## config.mk

```make
export PLATFORM = sky130hd
export DESIGN_NAME = mem_wb_pipe_stage
export DESIGN_NICKNAME = d
export VERILOG_FILES = /design/src/rtl/mips_pipe_pkg.sv /design/src/rtl/pipe_skid_buf.sv /design/src/rtl/mem_wb_pipe_stage.sv
export SDC_FILE = /design/constraint.sdc
export NUM_CORES = 1
export LEC_CHECK = 0
export BUFFER_PORTS_ARGS = -buffer_cell sky130_fd_sc_hd__buf_2
export CAP_MARGIN = 10
export CELL_PAD_IN_SITES_DETAIL_PLACEMENT = 1
export CELL_PAD_IN_SITES_GLOBAL_PLACEMENT = 1
export CORE_AREA = 10 10 205 207
export DETAILED_ROUTE_END_ITERATION = 8
export DIE_AREA = 0 0 215 217
export GPL_ROUTABILITY_DRIVEN = 0
export PLACE_DENSITY = 0.52
export SYNTH_ARGS = -nofsm -noshare
export SYNTH_HDL_FRONTEND = slang
export SYNTH_SLANG_ARGS = --single-unit
```

## constraint.sdc

```tcl
create_clock -name clk -period 6 [get_ports clk]
set_input_delay 0.3 -clock clk [delete_from_list [all_inputs] [get_ports clk]]
set_output_delay 0.3 -clock clk [all_outputs]
set_load 0.05 [all_outputs]
```

## src/rtl/mips_pipe_pkg.sv

```systemverilog
// mips_pipe_pkg: shared control-bit indices, occupancy encoding and default widths for pipeline stages
package mips_pipe_pkg;
  localparam int CTRL_REGWRITE = 0;
  localparam int CTRL_MEMTOREG = 1;
  localparam int DEF_DATA_W = 32;
  localparam int DEF_RD_W = 5;
  typedef enum logic [1:0] {OCC_EMPTY, OCC_ONE, OCC_TWO} occ_e;
endpackage

```

## src/rtl/pipe_skid_buf.sv

```systemverilog
// pipe_skid_buf: generic 2-entry elastic buffer (main + skid register) with synchronous flush
module pipe_skid_buf
  import mips_pipe_pkg::*;
#(
  parameter int W = 8
) (
  input  logic         clk,
  input  logic         reset,
  input  logic         flush,
  input  logic         in_valid,
  output logic         in_ready,
  input  logic [W-1:0] in_data,
  output logic         out_valid,
  input  logic         out_ready,
  output logic [W-1:0] out_data
);
  occ_e state_q, state_d;
  logic [W-1:0] main_q, main_d, skid_q, skid_d;
  logic accept, emit;
  assign in_ready = state_q != OCC_TWO;
  assign out_valid = state_q != OCC_EMPTY;
  assign out_data = main_q;
  assign accept = in_valid & in_ready;
  assign emit = out_valid & out_ready;
  always_comb begin
    state_d = flush ? OCC_EMPTY :
              state_q == OCC_EMPTY ? (accept ? OCC_ONE : OCC_EMPTY) :
              state_q == OCC_ONE ? (accept & !emit ? OCC_TWO : emit & !accept ? OCC_EMPTY : OCC_ONE) :
              (emit ? OCC_ONE : OCC_TWO);
    main_d = state_q == OCC_TWO ? (emit ? skid_q : main_q) :
             accept & (!out_valid | emit) ? in_data : main_q;
    skid_d = state_q == OCC_ONE & accept & !emit ? in_data : skid_q;
  end
  always_ff @(posedge clk or posedge reset)
    if (reset) begin
      state_q <= OCC_EMPTY;
      main_q <= '0;
      skid_q <= '0;
    end else begin
      state_q <= state_d;
      main_q <= main_d;
      skid_q <= skid_d;
    end
endmodule

```

## src/rtl/mem_wb_pipe_stage.sv

```systemverilog
// mem_wb_pipe_stage: elastic MEM->WB register with bubble-gated control, write-back mux and stall counter
module mem_wb_pipe_stage
  import mips_pipe_pkg::*;
#(
  parameter int DATA_W = DEF_DATA_W,
  parameter int RD_W = DEF_RD_W,
  parameter int CTRL_W = 2,
  parameter int CNT_W = 16
) (
  input  logic              clk,
  input  logic              reset,
  input  logic              flush,
  input  logic              in_valid,
  output logic              in_ready,
  input  logic [CTRL_W-1:0] in_ctrl,
  input  logic [DATA_W-1:0] in_alu,
  input  logic [DATA_W-1:0] in_rdata,
  input  logic [RD_W-1:0]   in_rd,
  output logic              out_valid,
  input  logic              out_ready,
  output logic [CTRL_W-1:0] out_ctrl,
  output logic [DATA_W-1:0] out_alu,
  output logic [DATA_W-1:0] out_rdata,
  output logic [RD_W-1:0]   out_rd,
  output logic [DATA_W-1:0] out_wb_data,
  output logic [CNT_W-1:0]  stall_cnt
);
  localparam int PW = CTRL_W + 2 * DATA_W + RD_W;
  logic [PW-1:0] out_pay;
  logic [CTRL_W-1:0] main_ctrl;
  logic [CNT_W-1:0] stall_q, stall_d;
  pipe_skid_buf #(.W(PW)) u_buf (
    .clk(clk),
    .reset(reset),
    .flush(flush),
    .in_valid(in_valid),
    .in_ready(in_ready),
    .in_data({in_ctrl, in_alu, in_rdata, in_rd}),
    .out_valid(out_valid),
    .out_ready(out_ready),
    .out_data(out_pay)
  );
  assign {main_ctrl, out_alu, out_rdata, out_rd} = out_pay;
  // stale payload may linger after flush, so control is masked by valid
  assign out_ctrl = main_ctrl & {CTRL_W{out_valid}};
  assign out_wb_data = out_ctrl[CTRL_MEMTOREG] ? out_rdata : out_alu;
  assign stall_cnt = stall_q;
  always_comb stall_d = stall_q + CNT_W'(out_valid & ~out_ready & ~&stall_q);
  always_ff @(posedge clk or posedge reset)
    if (reset) stall_q <= '0;
    else stall_q <= stall_d;
endmodule

```

* Yosys cells after proc, flatten, opt, wreduce, memory -nomap -nowiden
Index checks and enable logic that the tools add are counted.
** Word-level totals
- Flip-flop bits (word level) :: 160
- Logic and storage cells :: 41
** Operators by class
- $add $sub $neg :: 1
- Equal/unequal tests :: 4
- Mux-type cells :: 11
- Bitwise gates (word level) :: 12
- Reductions and logical operators :: 9
** Operator list (count)
- 71-bit 2-to-1 mux :: 3
- 32-bit 2-to-1 mux :: 1
- 16-bit adder :: 1
- 1-bit by 16-bit bitwise AND with 16-bit output :: 1
- 16-bit by 1-bit bitwise AND with 16-bit output :: 1
- 1-bit NOT with 16-bit output :: 1
- 16-bit AND reduction :: 1
- 2-bit 2-to-1 mux :: 5
- 1-bit bitwise AND :: 7
- 1-bit logical NOT :: 4
- 2-bit nonzero test :: 2
- 2-bit bitwise AND :: 1
- 2-bit by 1-bit == test with 1-bit output (second input constant) :: 1
- 2-bit == test (second input constant) :: 1
- 2-bit logical NOT :: 1
- 1-bit 2-to-1 mux :: 2
- 2-bit by 1-bit != test with 1-bit output (second input constant) :: 1
- 2-bit != test (second input constant) :: 1
- 2-bit AND reduction :: 1
- 1-bit OR :: 1

* Depth between registers and ports, before layout
Gate-level depths: netlist of the first run.
- Word-level depth :: 9
- Depth in mapped cells :: 8

* By module
A second synthesis of the first run with hierarchy kept.
** Second synthesis, totals
- Cells, all modules :: 613
- Area total of the unflattened synthesis :: 7699.9 um^2
** By module, submodules not included
- pipe_skid_buf :: times used 1, cells each 510, area an instance 6543.8 um^2, sequential area each 3603.5 um^2
- mem_wb_pipe_stage :: times used 1, cells each 103, area an instance 1156.1 um^2, sequential area each 400.4 um^2

* Worst setup path before layout of the first run
OpenSTA, ideal clock, no wires.
- Path type :: register -> register
- Start :: reg stall_q[8] (netlist: stall_cnt[8])
- End :: reg stall_q[12] (netlist: stall_cnt[12])
- Setup time :: 0.146 ns
- Data arrival time :: 2.094 ns
- Required time :: 5.854 ns
- Path slack :: 3.760 ns
- Cell stages (with the launch flop) :: 9
- Buffers on the path :: 0
- Clock period less this slack :: 2.240 ns
- Cell sequence :: dfrtp_1 > nand4_1 > nor4_1 > nor3_1 > ha_1 > ha_1 > nand3_1 > nor4_1 > xor2_1
** Between the ends
- Cells in the longest elaborated chain, start to end :: 4
** RTL lines
- start: declaration :: RTL line mem_wb_pipe_stage.sv:31 : logic [CNT_W-1:0] stall_q, stall_d;
- start signal: assignment :: RTL line mem_wb_pipe_stage.sv:51 : else stall_q <= stall_d;
- 16-bit AND reduction :: RTL line mem_wb_pipe_stage.sv:48 : always_comb stall_d = stall_q + CNT_W'(out_valid & ~out_ready & ~&stall_q);
- 1-bit logical NOT :: RTL line mem_wb_pipe_stage.sv:48
- 16-bit by 1-bit bitwise AND with 16-bit output :: RTL line mem_wb_pipe_stage.sv:48
- 16-bit adder * :: RTL line mem_wb_pipe_stage.sv:48
- named net stall_d[12] :: RTL line mem_wb_pipe_stage.sv:31
Mark *: on every way through the listed nets, which the timed path passes. The rest lies on a longest branch.
A chain may end at the register's enable or synchronous reset.

* Worst setup path after layout of the first run
- Start :: reg u_buf.state_q[0]
- End :: out out_wb_data[20]
** Between the ends
- Cells in the longest elaborated chain, start to end :: 3
** RTL lines
- start: declaration :: RTL line pipe_skid_buf.sv:17 : occ_e state_q, state_d;
- start signal: assignment :: RTL line pipe_skid_buf.sv:40 : state_q <= state_d;
- 2-bit nonzero test :: RTL line pipe_skid_buf.sv:21 : assign out_valid = state_q != OCC_EMPTY;
- 2-bit bitwise AND :: RTL line mem_wb_pipe_stage.sv:45 : assign out_ctrl = main_ctrl & {CTRL_W{out_valid}};
- 32-bit 2-to-1 mux :: RTL line mem_wb_pipe_stage.sv:46 : assign out_wb_data = out_ctrl[CTRL_MEMTOREG] ? out_rdata : out_alu;
- end: declaration :: RTL line mem_wb_pipe_stage.sv:25 : output logic [DATA_W-1:0] out_wb_data,
No other way between the ends.

==> impl_metrics.ini, run 1 <==
[pwr]
combinationalPowerShare_pct = 33.7
switching_power_uw = 1620
irDropWorstVdd_uv = 197
seq_power_share_pct = 37.7
power_leakage_uw = 0.00436
swShare_pct = 38.7
p_clk_share_pct = 28.6
power_density_mw_per_mm2 = 389
intPower_uw = 2570

[logic_synthesis]
synth.distinct_cells = 34
netlist_area_mm2 = 0.00933
synthAdderAreaFrac_pct = 0.537
synth_top_family_by_area = simple AND/OR/NAND/NOR gates
postSynthAreaPerCell_um2 = 11.5
yosys_warnings = 0
syn-instance-count = 808
synth-seq-cells = 160
synth_simple_gate_area_share_pct = 19.2
synth_xor_area_share_pct = 1.31
synth_nets = 888
synth_mux_area_share_pct = 15.3
yosysSeqAreaShare_pct = 42.9
synth-compound-area-share_pct = 10.2

[cells_and_area]
fin_nets = 968
nFillCells = 4275
finish.instance_area_mm2 = 0.0108
ff_latch_area_mm2 = 0.00401
multi_input_area_mm2 = 0.00437
drive_above_1_share_pct = 39.5
area_growth_pct = 15.5

[critical_path]
rr_worst_depth = 4
required_ns = 5.70
path_class = flop to output port
critPathArrivalTime_ns = 3.49
cp-start-kind = flop
worstSetupEndpointType = output port
r2r_setup_slack_ns = 2.28
r2r_start = u_buf.state_q[0]
r2r-end = u_buf.skid_q[52]
cp_max_fo = 74

[die]
core_area_mm2 = 0.0381
rows = 72
chipHeight_um = 217
die_area_mm2 = 0.0467
die_w_um = 215
io_pins = 197
initial_core_util_pct = 24.5

[drt]
drt_iter0_markers = 243
vias = 6659
drc_errors = 0
via_per_inst = 4.69
dr.pass1.iters = 6
wl_per_cell_um = 21.4
final_antenna_net_count = 0
routed_wirelength_um = 30300

[cts]
path_clk_slew_ns = 0.08
clk_path_buf_depth = 2
clock_latency_ns = 0.45
cts_resized = 0
cts_buffers = 17
cts_tree = built
cts.sinks = 160
cts_root_buffer = clkbuf_16
htreeDepth = 4

[global_route]
grt_pass1_wl_um = 47100
grt_max_degree = 86
antenna_found_initial = 2
grt-ovfl-total = 0
grt_use_total_pct = 12.9
first_global_vias = 7346

[job]
cap_violations = 0

[timing]
hold_viol = 6
hold-worst-slack_ns = -0.0197
setup_ws_ns = 2.21
fmax_mhz = 264
rsz0062_at_grt = false
tightest_slew_ns = 1.14
fin_crit_sh_pct = 63.2
max-slew-margin-rel_pct = 23.9
period_needed_ns = 3.79
skew_ns = 0.0126
setup_violations = 0
fin_tns_setup_ns = 0
drv_slew = 0

[placement]
io_buffer_count = 196
place_ws_ns = 2.20
dpl_cell_area_mm2 = 0.0101
dp.final_hpwl_um = 19300

[outcome]
status = finished, violations left
violations = hold timing

[min_path]
hold_path.class = primary input to async pin
==> layout make-up <==
type / instances / share of cell area (%)
Clock buffer: 20 / 4.05
Antenna cell: 2 / 0.0465
Timing Repair Buffer: 207 / 10.0
Multi-Input combinational cell: 494 / 40.5
Sequential cell: 160 / 37.2
Inverter: 8 / 0.325
Clock inverter: 12 / 1.73
Tap cell: 518 / 6.02
==> routing by layer <==
layer	routed length, µm	vias up	GRT usage [%]	part of all wire (%)
li1	-	3085	-	-
met2	14100	127	20.5	46
met1	14800	3427	17.3	49
met5	0	-	0	0
met4	341	0	3.54	1.1
met3	1150	20	3.00	3.8
==> placed cells by master (no fill, tap or decap), types with 4 or more instances in the layout <==
cell and n:
nor2_1 58, nand4_1 5, o31a_1 44, xor2_1 10
clkinv_4 4, mux2_4 70, nand2_1 4, mux2_2 33
clkbuf_16 17, and4bb_2 6, a211oi_1 72, nor3_1 5
nor2b_1 46, nand3_1 5, inv_1 7, nor4_1 5
buf_2 195, xnor2_1 4, buf_4 10, bufinv_16 4
dfrtp_1 158, nor4bb_1 38, ha_1 4, nor4b_1 71
==> per-stage QoR <==
stage / power, µW / utilization (%) / cells
global route: 4410 / 28.3 / 1420
finish: 4190 / 28.3 / 1421
floorplan: 2770 / - / 808
detailed placement: 3020 / 26.6 / 1386
CTS: 4260 / 28.3 / 1419
global placement: 3010 / 26.6 / 1386
==> timing repair <==
action / in CTS / in global routing
hold endpoints to repair: 2 / 0
setup buffers: 0 / 0
hold buffers: 1 / 0
==> logic make-up (layout without fill, tap and decap cells) <==
| group | Yosys count | count (layout) |
|---|---|---|
| multiplexers | 103 | 103 |
| XOR/XNOR | 14 | 14 |
| AO/OA/AOI/OAI | 119 | 119 |
| flip-flops | 160 | 160 |
| adder cells (fa/ha/maj) | 4 | 4 |
| other | 0 | 2 |
| buffers and inverters | 154 | 247 |
| AND/OR/NAND/NOR | 254 | 254 |
==> cells in the mapped netlist (all sizes together) <==
library cell	count	share of area (%)
inv	8	0.32
and2	2	0.13
xor2	10	0.94
nand2	5	0.20
nand2b	1	0.067
a21oi	1	0.054
xnor2	4	0.38
nor3	5	0.27
nor2	58	2.3
mux2	103	15
and4bb	6	0.80
clkbuf	50	2.0
buf	96	8.3
o31a	44	4.1
nor2b	48	3.2
nor4	5	0.34
nand3b	2	0.20
ha	4	0.54
and3b	1	0.13
nand3	5	0.27
dfrtp	160	43
nor4bb	38	4.1
o21ai	1	0.094
nand4	5	0.34
nor4b	71	6.7
a211oi	72	5.8
nor3b	2	0.16
o21a	1	0.081
==> critical path: stages (launching register included) <==
cell and delay [ns]:
dfrtp_4 0.98, buf_4 0.41, nor2_1 0.12, inv_1 0.18, nand2_2 0.58, mux2_2 0.51
buf_2 0.21
==> flip-flops by register name, summed over array words and instances, names as in the netlist <==
name and cells:
u_buf.state_q 2, u_buf.out_data 71, stall_cnt 16, u_buf.skid_q 71
==> worst max-delay path by stage <==
stage                                 from               end  slack, ns
final                     u_buf.state_q[0]   out_wb_data[20]       2.21
after global placement    u_buf.state_q[0]  u_buf.skid_q[57]       2.23
after floorplan                      reset      stall_cnt[0]       1.38
after detailed placement  u_buf.state_q[0]  u_buf.skid_q[56]       2.20
after global routing      u_buf.state_q[0]    out_wb_data[9]       1.87
after CTS                 u_buf.state_q[0]   out_wb_data[20]       2.02
==> power by group through the flow <==
stage	clock, µW	sequential [µW]	combinational (µW)
finish	1200	1580	1410
global route	1290	1620	1500
CTS	1240	1580	1440
detailed placement	0	1590	1440
global placement	0	1590	1410
floorplan	0	1560	1210
Power figures use the tool's default switching activity.
==> run 2, diff against run 1 <==
==> constraint.sdc (replaced) <==
create_clock -name clk -period 3.9 [get_ports clk]
set_input_delay 0.195 -clock clk [delete_from_list [all_inputs] [get_ports clk]]
set_output_delay 0.195 -clock clk [all_outputs]
set_load 0.05 [all_outputs]
==> run 2 against run 1 <==
The run now ends clean; power grew 55%; count of clock-buffer cells in the layout shrank 3; register-to-register slack worse by 1.1 ns; critical path depth did not move; flip-flop and latch count is the same; via count up 3.3%; first-iteration DRC count decreased by 6.6%; sequential power increased by 53%; non-clock buffer count up 50; final area is 4.6% higher; final cell count rose by 3.4%; critical endpoint is now out_wb_data[17].
==> impl_metrics.ini, run 2 (synthesis gave the netlist of run 1 again) <==
[outcome]
status = completed

[critical_path]
path_class = flop to output port
rr_worst_depth = 5
r2r-end = u_buf.skid_q[45]
cp_max_fo = 32
required_ns = 3.70
crit_path_top_delay_cell = dfrtp_4
critPathMaxStageDelay_ns = 0.63
critPathArrivalTime_ns = 3.02
r2r_start = u_buf.state_q[0]
worstSetupEndpointType = output port
r2r_setup_slack_ns = 1.19
cp-start-kind = flop
cp_cell_sequence = nor2_1 -> inv_1 -> nand2_2 -> buf_4 -> mux2_2 -> buf_2

[global_route]
antenna_found_initial = 3
grt_max_degree = 78
first_global_vias = 7702
grt-ovfl-total = 0
grt_pass1_wl_um = 49300
grt_use_total_pct = 13.5

[min_path]
min_from = in_rdata[17]
hold_end = u_buf.skid_q[22]
hold_path.class = primary input to flop
whs_path_depth = 2

[timing]
setup_ws_ns = 0.687
skew_ns = 0.00923
max-slew-margin-rel_pct = 29.4
period_needed_ns = 3.21
tightest_slew_ns = 1.05
setup_violations = 0
rsz0062_at_grt = false
fmax_mhz = 311
fin_tns_setup_ns = 0
hold_viol = 0
fin_crit_sh_pct = 82.4
drv_slew = 0

[cts]
htreeDepth = 4
cts_setup_buffers = 0
cts.sinks = 160
cts_buffers = 17
cts_tree = built
path_clk_slew_ns = 0.08
clk_path_buf_depth = 2
cts_resized = 0
cts_root_buffer = clkbuf_16
clock_latency_ns = 0.44

[drt]
final_antenna_net_count = 0
via_per_inst = 4.68
wl_per_cell_um = 21.5
routed_wirelength_um = 31500
drc_errors = 0
drt_iter0_markers = 227
dr.pass1.iters = 4
vias = 6878

[die]
io_pins = 197
die_w_um = 215
rows = 72
die_area_mm2 = 0.0467
initial_core_util_pct = 24.5
core_area_mm2 = 0.0381
chipHeight_um = 217

[cells_and_area]
nFillCells = 4218
ff_latch_area_mm2 = 0.00401
final_common_cell = buf_2
layout_common_cells = 195 x buf_2, 158 x dfrtp_1, 72 x a211oi_1
multi_input_area_mm2 = 0.00437
area_growth_pct = 20.8
fin_nets = 1018
drive_above_1_share_pct = 38.5

[placement]
dp.final_hpwl_um = 20500
io_buffer_count = 196
place_ws_ns = 1.01

[pwr]
irDropWorstVdd_uv = 286
power_leakage_uw = 0.00458
power_density_mw_per_mm2 = 575

[job]
cap_violations = 0
==> run 2: critical path: cells and delay by family (launching register included) <==
kind / cells / cell delay [ns]
muxes: 1 / 0.38
buffers and inverters: 3 / 0.83
and+or+nand+nor: 2 / 0.72
DFF: 1 / 0.63
==> run 2: per-stage QoR <==
step | total power, µW | util [%] | instances | area (µm²) | hold WS, ns
2_1_floorplan | 4260 | - | 808 | 9330 | 0.258
3_3_place_gp | 4660 | 26.8 | 1393 | 10200 | 0.193
3_5_place_dp | 4680 | 26.8 | 1393 | 10200 | 0.191
4_1_cts | 6600 | 29.6 | 1469 | 11300 | 0.0000204
5_1_grt | 6840 | 29.6 | 1469 | 11300 | 0.00383
6_report | 6480 | 29.6 | 1470 | 11300 | 0.0290
==> run 2: what timing repair did <==
action | 4_1_cts | 5_1_grt
setup endpoints to repair | 0 | 0
hold buffers | 44 | 0
endpoints found under the hold margin | 55 | 0
==> run 2: power by group <==
| part | internal [µW] | total [µW] | switching, µW | leakage (µW) |
|---|---|---|---|---|
| logic | 831 | 2250 | 1420 | 0.00243 |
| registers | 2070 | 2410 | 333 | 0.00185 |
| clock network | 1030 | 1820 | 790 | 0.000295 |
| total | 3930 | 6480 | 2550 | 0.00458 |
==> run 2: final cells by class <==
cell class / count / area share [%]
Sequential cell: 160 / 35.6
Antenna cell: 1 / 0.0222
Inverter: 8 / 0.300
Multi-Input combinational cell: 494 / 38.7
Tap cell: 518 / 5.75
Clock buffer: 17 / 3.77
Timing Repair Buffer: 257 / 14.1
Clock inverter: 15 / 1.72
==> run 2: worst max-delay path by stage <==
stage / end / start / slack (ns)
global route: out_wb_data[17] / u_buf.state_q[0] / 0.48
finish: out_wb_data[17] / u_buf.state_q[0] / 0.69
global placement: out_wb_data[17] / u_buf.state_q[0] / 1.0
CTS: out_wb_data[17] / u_buf.state_q[0] / 0.51
floorplan: stall_cnt[12] / stall_cnt[8] / 1.66
detailed placement: out_wb_data[17] / u_buf.state_q[0] / 1.01
==> run 2: metal layers <==
| layer | GRT usage [%] | part of all wire (%) | routed length [µm] |
|---|---|---|---|
| met1 | 18.0 | 48 | 15200 |
| met2 | 22.0 | 48 | 15000 |
| met3 | 2.65 | 3.0 | 955 |
| met4 | 3.40 | 1.1 | 334 |
| met5 | 0 | 0.082 | 26 |
==> run 3, diff against run 2 <==
==> constraint.sdc (replaced) <==
create_clock -name clk -period 3.2 [get_ports clk]
set_input_delay 0.16 -clock clk [delete_from_list [all_inputs] [get_ports clk]]
set_output_delay 0.16 -clock clk [all_outputs]
set_load 0.05 [all_outputs]
==> run 3 against run 2 <==
First-iteration DRC count rose by 15%; critical path type unchanged; clock skew is 0.0022 ns lower; die area stayed put; flip-flop and latch count unchanged; combinational power grew 24%; core utilization grew 0.92 points; largest cell class unchanged; sequential power grew 21%; global-route usage grew 0.16 points; power up 22%.
==> impl_metrics.ini, run 3 (synthesis gave the netlist of run 1 again) <==
[placement]
io_buffer_count = 196
placed_cells_incl_taps = 1397
dpl_cell_area_mm2 = 0.0103
dp.final_hpwl_um = 20700

[cts]
cts_root_buffer = clkbuf_16
cts.sinks = 160
clk_path_buf_depth = 2
cts_buffers = 17
path_clk_slew_ns = 0.07
htreeDepth = 4
cts_setup_buffers = 0
cts_resized = 0
cts_tree = built
postCtsHoldBufs = 73
clock_latency_ns = 0.45

[critical_path]
cp_cell_sequence = nor2_1 -> inv_1 -> nand2_2 -> buf_12 -> mux2_2 -> buf_2
r2r_setup_slack_ns = 0.81
critPathArrivalTime_ns = 2.77
required_ns = 3.04
critPathMaxStageDelay_ns = 0.63
path_class = flop to output port
crit_path_top_delay_cell = dfrtp_4
worstSetupEndpointType = output port
rr_worst_depth = 4
r2r-end = u_buf.out_data[39]
cp_max_fo = 36
r2r_start = u_buf.state_q[0]
cp-start-kind = flop

[drt]
drt_iter0_markers = 261
drc_errors = 0
wl_per_cell_um = 21.3
routed_wirelength_um = 31900
vias = 7017
final_antenna_net_count = 0
via_per_inst = 4.67
dr.pass1.iters = 5

[timing]
fin_crit_sh_pct = 91.7
rsz0062_at_grt = false
fmax_mhz = 341
hold_viol = 0
skew_ns = 0.00703
hold-worst-slack_ns = 0.399
period_needed_ns = 2.93
fin_tns_setup_ns = 0
drv_slew = 0
tightest_slew_ns = 0.826
max-slew-margin-rel_pct = 44.6
setup_violations = 0

[cells_and_area]
fin_nets = 1051
utilization_pct = 30.5
n_antenna_cell = 0
area_growth_pct = 24.6
layout_common_cells = 195 x buf_2, 158 x dfrtp_1, 73 x dlygate4sd3_1
instances_no_fill = 1502
final_common_cell = buf_2
drive_above_1_share_pct = 37.6
finish.instance_area_mm2 = 0.0116

[pwr]
p_clk_share_pct = 27.7
power_density_mw_per_mm2 = 680
irDropWorstVdd_uv = 362
switching_power_uw = 3060
power_leakage_uw = 0.00473
swShare_pct = 38.7
combinationalPowerShare_pct = 35.4
seq_power_share_pct = 36.9
intPower_uw = 4840

[die]
core_area_mm2 = 0.0381
initial_core_util_pct = 24.5
chipHeight_um = 217
io_pins = 197
die_area_mm2 = 0.0467
die_w_um = 215
rows = 72

[outcome]
status = completed

[global_route]
grt_pass1_wl_um = 50000
first_global_vias = 7959
grt_use_total_pct = 13.6
antenna_found_initial = 0
grt-ovfl-total = 0
grt_max_degree = 71

[job]
cap_violations = 0

[min_path]
hold_path.class = primary input to async pin
## run 3: cell count changes in the layout (fill, tap and decap cells not counted), moves of 2 or more
cell	change
dlygate4sd3_1	+29
clkinv_2	+3
clkinv_4	+2
clkbuf_8	+2
buf_12	+3
inv_6	-7
## run 3: final cells by class
type	instances	area (µm²)
Fill cell	4252	26500
Multi-Input combinational cell	494	4370
Sequential cell	160	4010
Timing Repair Buffer	290	1950
Tap cell	518	648
Clock buffer	19	453
Clock inverter	13	161
Inverter	8	33.8
## run 3: worst max-delay path by stage
| stage | cells after the start | to | slack [ns] | from |
|---|---|---|---|---|
| floorplan | 8 | stall_cnt[12] | 0.96 | stall_cnt[8] |
| detailed placement | 6 | out_wb_data[7] | 0.61 | u_buf.state_q[1] |
| finish | 6 | out_wb_data[7] | 0.27 | u_buf.state_q[1] |
| global route | 6 | out_wb_data[7] | 0.08 | u_buf.state_q[1] |
| global placement | 6 | out_wb_data[6] | 0.62 | u_buf.state_q[1] |
| CTS | 6 | out_wb_data[7] | 0.10 | u_buf.state_q[1] |
## run 3: power by group through the flow
stage	logic (µW)	clock network [µW]	registers, µW
6_report	2800	2190	2920
5_1_grt	2970	2360	2990
4_1_cts	2850	2270	2920
3_5_place_dp	2770	0	2950
3_3_place_gp	2740	0	2940
2_1_floorplan	2270	0	2920
## run 3: through the flow
stage,worst slack [ns],power [µW]
floorplan,0.960,5190
global placement,0.621,5670
detailed placement,0.611,5710
CTS,0.105,8050
global route,0.0769,8330
finish,0.267,7900
## run 3: layer usage
metal  vias up  wire length [µm]  track usage (%)
li1       3242                 -                -
met1      3614             15200             17.8
met2       143             15300             22.4
met3        18              1240             3.20
met4         0               244             3.38
met5         -                 0                0
## run 3: worst max-delay path, delay by kind of cell, from the launching register on
kind	cells	cell delay, ns
buf+inv	3	0.64
simple gates	2	0.67
flops	1	0.63
mux	1	0.36
